===== src/rtl/bram_delay_ctrl_pkg.sv =====
// Shared types and default widths for the BRAM delay-line controller.
//   state_e       : controller states
//   DefDataWidth  : default sample width
//   DefAddrWidth  : default RAM address width (max delay 2^AW-1)
package bram_delay_ctrl_pkg;

   localparam int unsigned DefDataWidth = 25;
   localparam int unsigned DefAddrWidth = 9;

   typedef enum logic [1:0] {
      StIdle,
      StFill,
      StRun,
      StDrain
   } state_e;

endpackage


===== src/rtl/bram_delay_ptr.sv =====
// Wrap-around write/read pointer pair plus fill counter for the delay line.
//   clk_i, rst_i        : clock, asynchronous active-high reset
//   clear_i             : zero both pointers and the fill count
//   inc_wr_i / inc_rd_i : advance write / read pointer by one
//   wr_ptr_o, rd_ptr_o  : current RAM write / read addresses
//   fill_o              : samples currently held in the line (writes minus reads)
module bram_delay_ptr
   import bram_delay_ctrl_pkg::*;
#(
   parameter int unsigned AddrWidth = DefAddrWidth
) (
   input  logic                 clk_i,
   input  logic                 rst_i,
   input  logic                 clear_i,
   input  logic                 inc_wr_i,
   input  logic                 inc_rd_i,
   output logic [AddrWidth-1:0] wr_ptr_o,
   output logic [AddrWidth-1:0] rd_ptr_o,
   output logic [AddrWidth-1:0] fill_o
);

   logic [AddrWidth-1:0] wr_ptr_q, wr_ptr_d;
   logic [AddrWidth-1:0] rd_ptr_q, rd_ptr_d;
   logic [AddrWidth-1:0] fill_q, fill_d;

   always_comb begin
      wr_ptr_d = wr_ptr_q;
      rd_ptr_d = rd_ptr_q;
      fill_d   = fill_q;
      if (clear_i) begin
         wr_ptr_d = '0;
         rd_ptr_d = '0;
         fill_d   = '0;
      end else begin
         if (inc_wr_i) wr_ptr_d = wr_ptr_q + AddrWidth'(1);
         if (inc_rd_i) rd_ptr_d = rd_ptr_q + AddrWidth'(1);
         // A simultaneous write and read leaves the occupancy unchanged.
         if (inc_wr_i && !inc_rd_i) begin
            fill_d = fill_q + AddrWidth'(1);
         end else if (inc_rd_i && !inc_wr_i) begin
            fill_d = fill_q - AddrWidth'(1);
         end
      end
   end

   always_ff @(posedge clk_i or posedge rst_i) begin
      if (rst_i) begin
         wr_ptr_q <= '0;
         rd_ptr_q <= '0;
         fill_q   <= '0;
      end else begin
         wr_ptr_q <= wr_ptr_d;
         rd_ptr_q <= rd_ptr_d;
         fill_q   <= fill_d;
      end
   end

   assign wr_ptr_o = wr_ptr_q;
   assign rd_ptr_o = rd_ptr_q;
   assign fill_o   = fill_q;

endmodule


===== src/rtl/bram_delay_ctrl.sv =====
// Runs an external simple-dual-port RAM (1-cycle registered read) as a
// programmable-length streaming delay line: output n equals input n-L.
//   cfg_len/cfg_load : load length L (non-zero) and start, only from idle
//   drain            : flush buffered samples to the output, then go idle
//   busy             : controller not idle
//   s_*              : valid/ready input stream
//   m_*              : valid/ready output stream, m_data straight from RAM
//   ram_*            : RAM write port (wr_ptr) and read port (rd_ptr)
// Optional build macro BRAM_DELAY_CTRL_ZERO_FILL_EN: during fill every
// accepted input also emits a zero sample so the output is rate-matched.
module bram_delay_ctrl
   import bram_delay_ctrl_pkg::*;
#(
   parameter int unsigned DATA_WIDTH = DefDataWidth,
   parameter int unsigned ADDR_WIDTH = DefAddrWidth
) (
   input  logic                  clk,
   input  logic                  rst,
   input  logic [ADDR_WIDTH-1:0] cfg_len,
   input  logic                  cfg_load,
   input  logic                  drain,
   output logic                  busy,
   input  logic                  s_valid,
   input  logic [DATA_WIDTH-1:0] s_data,
   output logic                  s_ready,
   output logic                  m_valid,
   output logic [DATA_WIDTH-1:0] m_data,
   input  logic                  m_ready,
   output logic                  ram_wr_en,
   output logic [ADDR_WIDTH-1:0] ram_wr_addr,
   output logic [DATA_WIDTH-1:0] ram_wr_data,
   output logic                  ram_rd_en,
   output logic [ADDR_WIDTH-1:0] ram_rd_addr,
   input  logic [DATA_WIDTH-1:0] ram_rd_data
);

   state_e                state_q, state_d;
   logic [ADDR_WIDTH-1:0] len_q, len_d;
   logic                  m_valid_q, m_valid_d;
   logic [ADDR_WIDTH-1:0] wr_ptr, rd_ptr, fill;
   logic                  acc, rd_en, slot_free, clear, emit;

   assign slot_free = !m_valid_q || m_ready;

   // Handshake and read enable. drain blocks acceptance so it wins over acc.
   always_comb begin
      s_ready = 1'b0;
      rd_en   = 1'b0;
      unique case (state_q)
         StIdle: s_ready = 1'b0;
         StFill: begin
`ifdef BRAM_DELAY_CTRL_ZERO_FILL_EN
            s_ready = slot_free && !drain;
`else
            s_ready = !drain;
`endif
         end
         StRun: begin
            s_ready = slot_free && !drain;
            rd_en   = s_valid && s_ready;
         end
         StDrain: rd_en = slot_free && (fill != '0);
         default: s_ready = 1'b0;
      endcase
   end

   assign acc = s_valid && s_ready;

   always_comb begin
      state_d = state_q;
      len_d   = len_q;
      clear   = 1'b0;
      unique case (state_q)
         StIdle: begin
            if (cfg_load && (cfg_len != '0)) begin
               len_d   = cfg_len;
               clear   = 1'b1;
               state_d = StFill;
            end
         end
         StFill: begin
            if (drain) begin
               state_d = StDrain;
            end else if (acc && (fill == len_q - ADDR_WIDTH'(1))) begin
               state_d = StRun;
            end
         end
         StRun: begin
            if (drain) state_d = StDrain;
         end
         StDrain: begin
            if ((fill == '0) && !m_valid_q) state_d = StIdle;
         end
         default: state_d = StIdle;
      endcase
   end

`ifdef BRAM_DELAY_CTRL_ZERO_FILL_EN
   // zero_q marks the sample on m_data as a synthetic fill zero rather than
   // RAM data; it clears as soon as a real read replaces it.
   logic zero_emit, zero_q, zero_d;

   assign zero_emit = (state_q == StFill) && acc;
   assign emit      = rd_en || zero_emit;

   always_comb begin
      zero_d = zero_q;
      if (zero_emit) begin
         zero_d = 1'b1;
      end else if (rd_en) begin
         zero_d = 1'b0;
      end
   end

   always_ff @(posedge clk or posedge rst) begin
      if (rst) zero_q <= 1'b0;
      else     zero_q <= zero_d;
   end

   assign m_data = zero_q ? '0 : ram_rd_data;
`else
   assign emit   = rd_en;
   assign m_data = ram_rd_data;
`endif

   always_comb begin
      m_valid_d = m_valid_q;
      if (emit) begin
         m_valid_d = 1'b1;
      end else if (m_ready) begin
         m_valid_d = 1'b0;
      end
   end

   always_ff @(posedge clk or posedge rst) begin
      if (rst) begin
         state_q   <= StIdle;
         len_q     <= '0;
         m_valid_q <= 1'b0;
      end else begin
         state_q   <= state_d;
         len_q     <= len_d;
         m_valid_q <= m_valid_d;
      end
   end

   bram_delay_ptr #(
      .AddrWidth(ADDR_WIDTH)
   ) u_ptr (
      .clk_i   (clk),
      .rst_i   (rst),
      .clear_i (clear),
      .inc_wr_i(acc),
      .inc_rd_i(rd_en),
      .wr_ptr_o(wr_ptr),
      .rd_ptr_o(rd_ptr),
      .fill_o  (fill)
   );

   assign busy        = (state_q != StIdle);
   assign m_valid     = m_valid_q;
   assign ram_wr_en   = acc;
   assign ram_wr_addr = wr_ptr;
   assign ram_wr_data = s_data;
   assign ram_rd_en   = rd_en;
   assign ram_rd_addr = rd_ptr;

endmodule

===== config.mk =====
export PLATFORM = sky130hd
export DESIGN_NAME = bram_delay_ctrl
export DESIGN_NICKNAME = d
export VERILOG_FILES = /design/src/rtl/bram_delay_ctrl_pkg.sv /design/src/rtl/bram_delay_ptr.sv /design/src/rtl/bram_delay_ctrl.sv
export SDC_FILE = /design/constraint.sdc
export NUM_CORES = 1
export LEC_CHECK = 0
export CORE_ASPECT_RATIO = 1.75
export CORE_MARGIN = 5
export CORE_UTILIZATION = 42
export CTS_BUF_LIST = sky130_fd_sc_hd__clkbuf_2
export DETAILED_ROUTE_END_ITERATION = 16
export HOLD_SLACK_MARGIN = 0.1
export PLACE_DENSITY = 0.82
export RECOVER_POWER = 50
export SLEW_MARGIN = 20
export SYNTH_ARGS = -nofsm -noshare
export SYNTH_HDL_FRONTEND = slang
export SYNTH_SLANG_ARGS = --single-unit

===== constraint.sdc =====
create_clock -name clk -period 4.51 [get_ports clk]
set_input_delay 1.1275 -clock clk [delete_from_list [all_inputs] [get_ports clk]]
set_output_delay 1.1275 -clock clk [all_outputs]
set_load 0.01 [all_outputs]

---- Word level (Yosys, flattened, before mapping) ----
Cells that the tools add are included.
cells by class
  $add $sub $neg .......................... 5
  equal/unequal tests ..................... 8
  mux-type cells .......................... 19
  reductions and logical operators ........ 25
operator list
  kind                                                                count
  9-bit 2-to-1 mux                                                    7
  9-bit by 1-bit adder with 9-bit output, second input constant       3
  9-bit nonzero test                                                  2
  9-bit by 1-bit subtractor with 9-bit output, second input constant  2
  2-bit 2-to-1 mux                                                    5
  9-bit == test                                                       1
  1-bit logical AND                                                   9
  9-bit zero test                                                     1
  2-bit case mux with 4 select lines                                  1
  2-bit nonzero test                                                  4
  2-bit != test, second input constant                                3
  2-bit == test, second input constant                                2
  1-bit zero test                                                     4
  1-bit 2-to-1 mux                                                    4
  1-bit case mux with 2 select lines                                  2
  4-bit AND reduction                                                 1
  3-bit != test, second input constant                                1
  3-bit nonzero test                                                  1
  2-bit by 1-bit == test with 1-bit output, second input constant     1
  2-bit zero test                                                     1
  2-bit AND reduction                                                 1
  1-bit logical OR                                                    1
word-level totals
  bits in registers ....................... 39
  bits of input ports ..................... 65
  output and inout port bits .............. 73
  word-level logic and storage cells ...... 63

---- Depth between registers and ports, before layout ----
  depth in word-level cells ............... 10
  mapped depth ............................ 16

---- Modules after synthesis ----
A second synthesis with hierarchy kept.
unflattened totals
  cells, all modules ...................... 322
  area total of the unflattened synthesis .. 2917.8 µm²
by module, submodules not included
  module           times used  cells an instance  area each (µm²)
  bram_delay_ptr   1           169                1595.3
  bram_delay_ctrl  1           153                1322.5

---- Worst setup path before layout ----
OpenSTA, ideal clock, no wires.
  kind .................................... input -> register
  start point ............................. input m_ready
  end point ............................... register u_ptr.fill_q[8], in the netlist u_ptr.fill_o[8]
  library setup time ...................... 0.132 ns
  data arrival time ....................... 3.799 ns
  setup slack ............................. 0.579 ns
  cell stages on the path ................. 13
  path through ............................ nand2b_1 a21oi_1 and4bb_2 clkbuf_1 nor2b_1 inv_1 ha_1 a21o_1 a41o_1 o41a_1 mux2i_1 xor2_1 nor2_1
RTL lines
  item                                                           RTL line                                    RTL
  start: declaration                                             bram_delay_ctrl.sv:28                       input logic m_ready,
  1-bit logical OR (*)                                           bram_delay_ctrl.sv:43                       assign slot_free = !m_valid_q || m_ready;
  1-bit logical AND (*)                                          bram_delay_ctrl.sv:59                       s_ready = slot_free && !drain;
  1-bit case mux with 2 select lines (*)                         bram_delay_ctrl.sv:49                       unique case (state_q)
  1-bit logical AND (*)                                          bram_delay_ctrl.sv:67                       assign acc = s_valid && s_ready;
  named net ram_wr_en                                            bram_delay_ctrl.sv:29                       output logic ram_wr_en,
  1-bit logical AND / 1-bit zero test (equally long branches)    bram_delay_ptr.sv:38, bram_delay_ptr.sv:40
  9-bit 2-to-1 mux / 1-bit logical AND (equally long branches)   bram_delay_ptr.sv:38, bram_delay_ptr.sv:40
  9-bit 2-to-1 mux / 3-bit nonzero test (equally long branches)  --
  end signal: assignment                                         bram_delay_ptr.sv:54                        fill_q <= fill_d;
  end: declaration                                               bram_delay_ptr.sv:24                        logic [AddrWidth-1:0] fill_q, fill_d;
Mark *: on every way through the listed nets, which the timed path passes. The rest lies on a longest branch.
A chain may end at the register's enable or synchronous reset.

---- Worst setup path after layout ----
  start point ............................. input drain
  end point ............................... output ram_rd_en
on the way
  cells in the longest elaborated chain, start to end .. 4
RTL lines
  item                                RTL line               RTL
  start: declaration                  bram_delay_ctrl.sv:21  input logic drain,
  1-bit zero test                     bram_delay_ctrl.sv:59
  1-bit logical AND                   bram_delay_ctrl.sv:59
  1-bit logical AND                   bram_delay_ctrl.sv:60  rd_en = s_valid && s_ready;
  1-bit case mux with 2 select lines  bram_delay_ctrl.sv:49
  end: declaration                    bram_delay_ctrl.sv:32  output logic ram_rd_en,
Every way passes these cells.

==> metrics.md <==
| Metric | Value |
|---|---|
| Status | finished clean |
| Total gr overflow | 0 |
| FFs w/ async S/R, synth | 100% |
| Core box area | 0.00659 mm2 |
| PwrDens | 619 mW/mm2 |
| Worst r2r src | u_ptr.fill_o[5]$_DFFE_PP0P_ |
| CTS tree | built |
| Via density | 5.42 |
| Filler instances | 628 |
| Distinct cells, synth | 52 |
| Number of synthesized flops with an enable pin | 0 |
| Layout cells sized above 1 | 8.52% |
| Port Buf Inserts | 37 |
| Area of the multi-input gates | 0.00142 mm2 |
| Seq/Total Area, Yosys | 34.1% |
| Crit-path max FO | 10 |
| Routed Antenna Nets | 0 |
| Routed WL | 5.83 mm |
| Fin area | 0.00300 mm2 |
| Sequential Area | 976 um2 |
| Pleak | 1.31 nW |
| Largest net degree at the start of global routing | 30 |
| End-of-flow core utilization | 45.6% |
| CP arrival | 3030 ps |
| Setup TNS | 0 ps |
| Synth-to-layout area growth | 4.99% |
| Synth area leader | dfrtp_1 |
| Worst-case reg-to-reg path depth | 12 |
| Critical path launch point type | input pin |
| Clk_skew | 10.7 ps |
| Resized Gates After CTS | 0 |
| Worst-Skew Late Latency | 400 ps |
| Sink Count | 39 |
| Dpl ws | 248 ps |
| Cells after Synth | 312 |
| Avg Inst Size Synth | 9.17 um2 |
| GR Util All Layers | 14.6% |
| Final Hold Viols | 0 |
| # H-tree levels | 2 |
| Root buf cell | clkbuf_2 |
| Ranking of synthesized cells by area | dfrtp_1 34%, buf_4 13%, ha_1 7.0% |
| Peak supply drop | 0.310 mV |
| IO Pins | 138 |
| DRT iter0 DRCs | 88 |
| Synthesized area | 0.00286 mm2 |
| Highest Clock Rate | 0.240 GHz |
| Clk slew on worst S/H paths | 190 ps |
| Antenna violations before repair | 0 |
| Kind of critical path | input pin to output port |
| Synth Warn # | 0 |
| Number of global-route vias before repair | 2276 |
| Reg2reg end | u_ptr.fill_o[8]$_DFFE_PP0P_ |
| Placed Area | 0.00298 mm2 |
| Die height | 119 um |
| Max_cap viols | 0 |
| Top-area cell type share of the netlist area | 34.1% |
| CP Data Required Time | 3380 ps |
| Main synth FF type | dfrtp_1 |
| Post-DP HPWL | 4.36 mm |
| Post-CTS Setup Bufs | 0 |
| Antenna fix cells | 0 |
| WHS Path Cells | 1 |
| Final setup margin | 350 ps |
| TritonCTS buffer count | 5 |
| First-pass GRT wire length | 10.3 mm |
| Synth cell count leaders | 50 x buf_4, 39 x dfrtp_1, 38 x nor2_1, 19 x xnor2_1 |
| Max clock buf depth | 2 |
| Syn nets | 394 |
| RSZ-0062 raised after global routing | false |
| Hold Startpoint | state_q[0]$_DFFE_PP0P_ |
| Num rows | 39 |
| Min-delay worst type | flop to flop |
| Crit path capture type | output port |
| Slew Limit Headroom | 27.9% |
| Most frequent cell after synthesis | buf_4 |
| Setup Viol. Count Final | 0 |
| Routability Congestion | 0.835 |
| DRC viols | 0 |
| Worst Tran Pin Value | 1080 ps |
| Crit path time final | 4160 ps |
| Hold endpoint | state_q[0]$_DFFE_PP0P_ |
| Reg2reg setup slack | 990 ps |
| Routed len/inst | 15.1 um |
| Die X | 72.4 um |
| Die Area | 0.00863 mm2 |
| DRT Pass-1 Iters | 4 |
| Number of synthesized register bits | 39 |
| Nets | 387 |
| Starting Density | 43.4% |
| Cts hold-fix bufs | 0 |
| Fin crit share | 92.2% |
| Vias | 2098 |
| Number of max-slew violations in the final report | 0 |
-- registers in the layout, summed over array words and instances, names as in the netlist --
| signal | flops |
|---|---|
| u_ptr.rd_ptr_o | 9 |
| len_q | 9 |
| u_ptr.fill_o | 9 |
| u_ptr.wr_ptr_o | 9 |
| state_q | 2 |
| m_valid | 1 |
-- power by group --
part	leakage, nW	internal, mW	total (mW)	switching, mW
sequential	0.507	0.459	0.607	0.148
clock	0.0262	0.0328	0.148	0.116
combinational	0.775	0.553	1.10	0.550
total	1.31	1.05	1.86	0.814
-- final cells by class --
cell class                      instances  area share, %
Clock inverter                          2          0.292
Multi-Input combinational cell        200           47.4
Clock buffer                            5          0.833
Inverter                               16           2.00
Tap cell                               82           3.42
Timing Repair Buffer                   43           13.6
Sequential cell                        39           32.5
-- worst max path at each step --
| stage | start | to | slack [ps] | cells after the start |
|---|---|---|---|---|
| floorplan | m_ready | u_ptr.fill_o[8]$_DFFE_PP0P_ | 580 | 13 |
| global placement | drain | u_ptr.fill_o[8]$_DFFE_PP0P_ | 350 | 13 |
| detailed placement | drain | u_ptr.fill_o[8]$_DFFE_PP0P_ | 250 | 13 |
| CTS | drain | ram_rd_en | 460 | 6 |
| global route | drain | ram_rd_en | 230 | 6 |
| finish | drain | ram_rd_en | 350 | 6 |
-- critical path, stage by stage --
cell and delay [ps]:
dlygate4sd3_1 620, and3b_1 260, o21ai_0 80, a21oi_1 160
buf_4 220, clkdlybuf4s50_1 570
-- layout by cell type (no fill, tap or decap), types with 2 or more instances in the layout --
cell type	instances
dfrtp_1	39
mux2_2	6
mux2i_1	5
nor2b_1	5
and4_1	3
nor3_1	7
xor2_1	14
nand2_1	14
xnor2_1	19
nor2_1	37
clkbuf_2	5
and3b_1	2
clkdlybuf4s50_1	35
nand4_1	4
and3_1	2
a21oi_1	11
buf_4	4
nand3_1	7
nor4_1	3
nand2b_1	2
clkbuf_1	2
inv_1	16
dlygate4sd3_1	2
ha_1	16
o311ai_0	2
o21ai_0	10
or3_1	3
-- per-stage QoR --
stage	hold slack, ps	std cells	power [mW]
2_1_floorplan	485	312	1.46
3_3_place_gp	516	380	1.67
3_5_place_dp	520	380	1.71
4_1_cts	549	387	1.87
5_1_grt	581	387	2.04
6_report	547	387	1.86
-- layer usage --
layer	GRT usage (%)	vias up	wire, um
li1	-	991	-
met1	16.1	1011	2350
met2	24.4	52	2840
met3	3.46	44	372
met4	9.70	0	269
met5	0	-	0
-- cells by family after synthesis --
kind of cell	count (synthesis)	share of synthesized area [%]
and+or+nand+nor	100	18.2
muxes	12	4.64
AOI/OAI and AO/OA	38	9.06
DFF	39	34.1
adders and majority gates	17	7.70
xor gates and xnor gates	33	10.1
buffers and inverters	73	16.2
(Power assumes the default switching activity.)
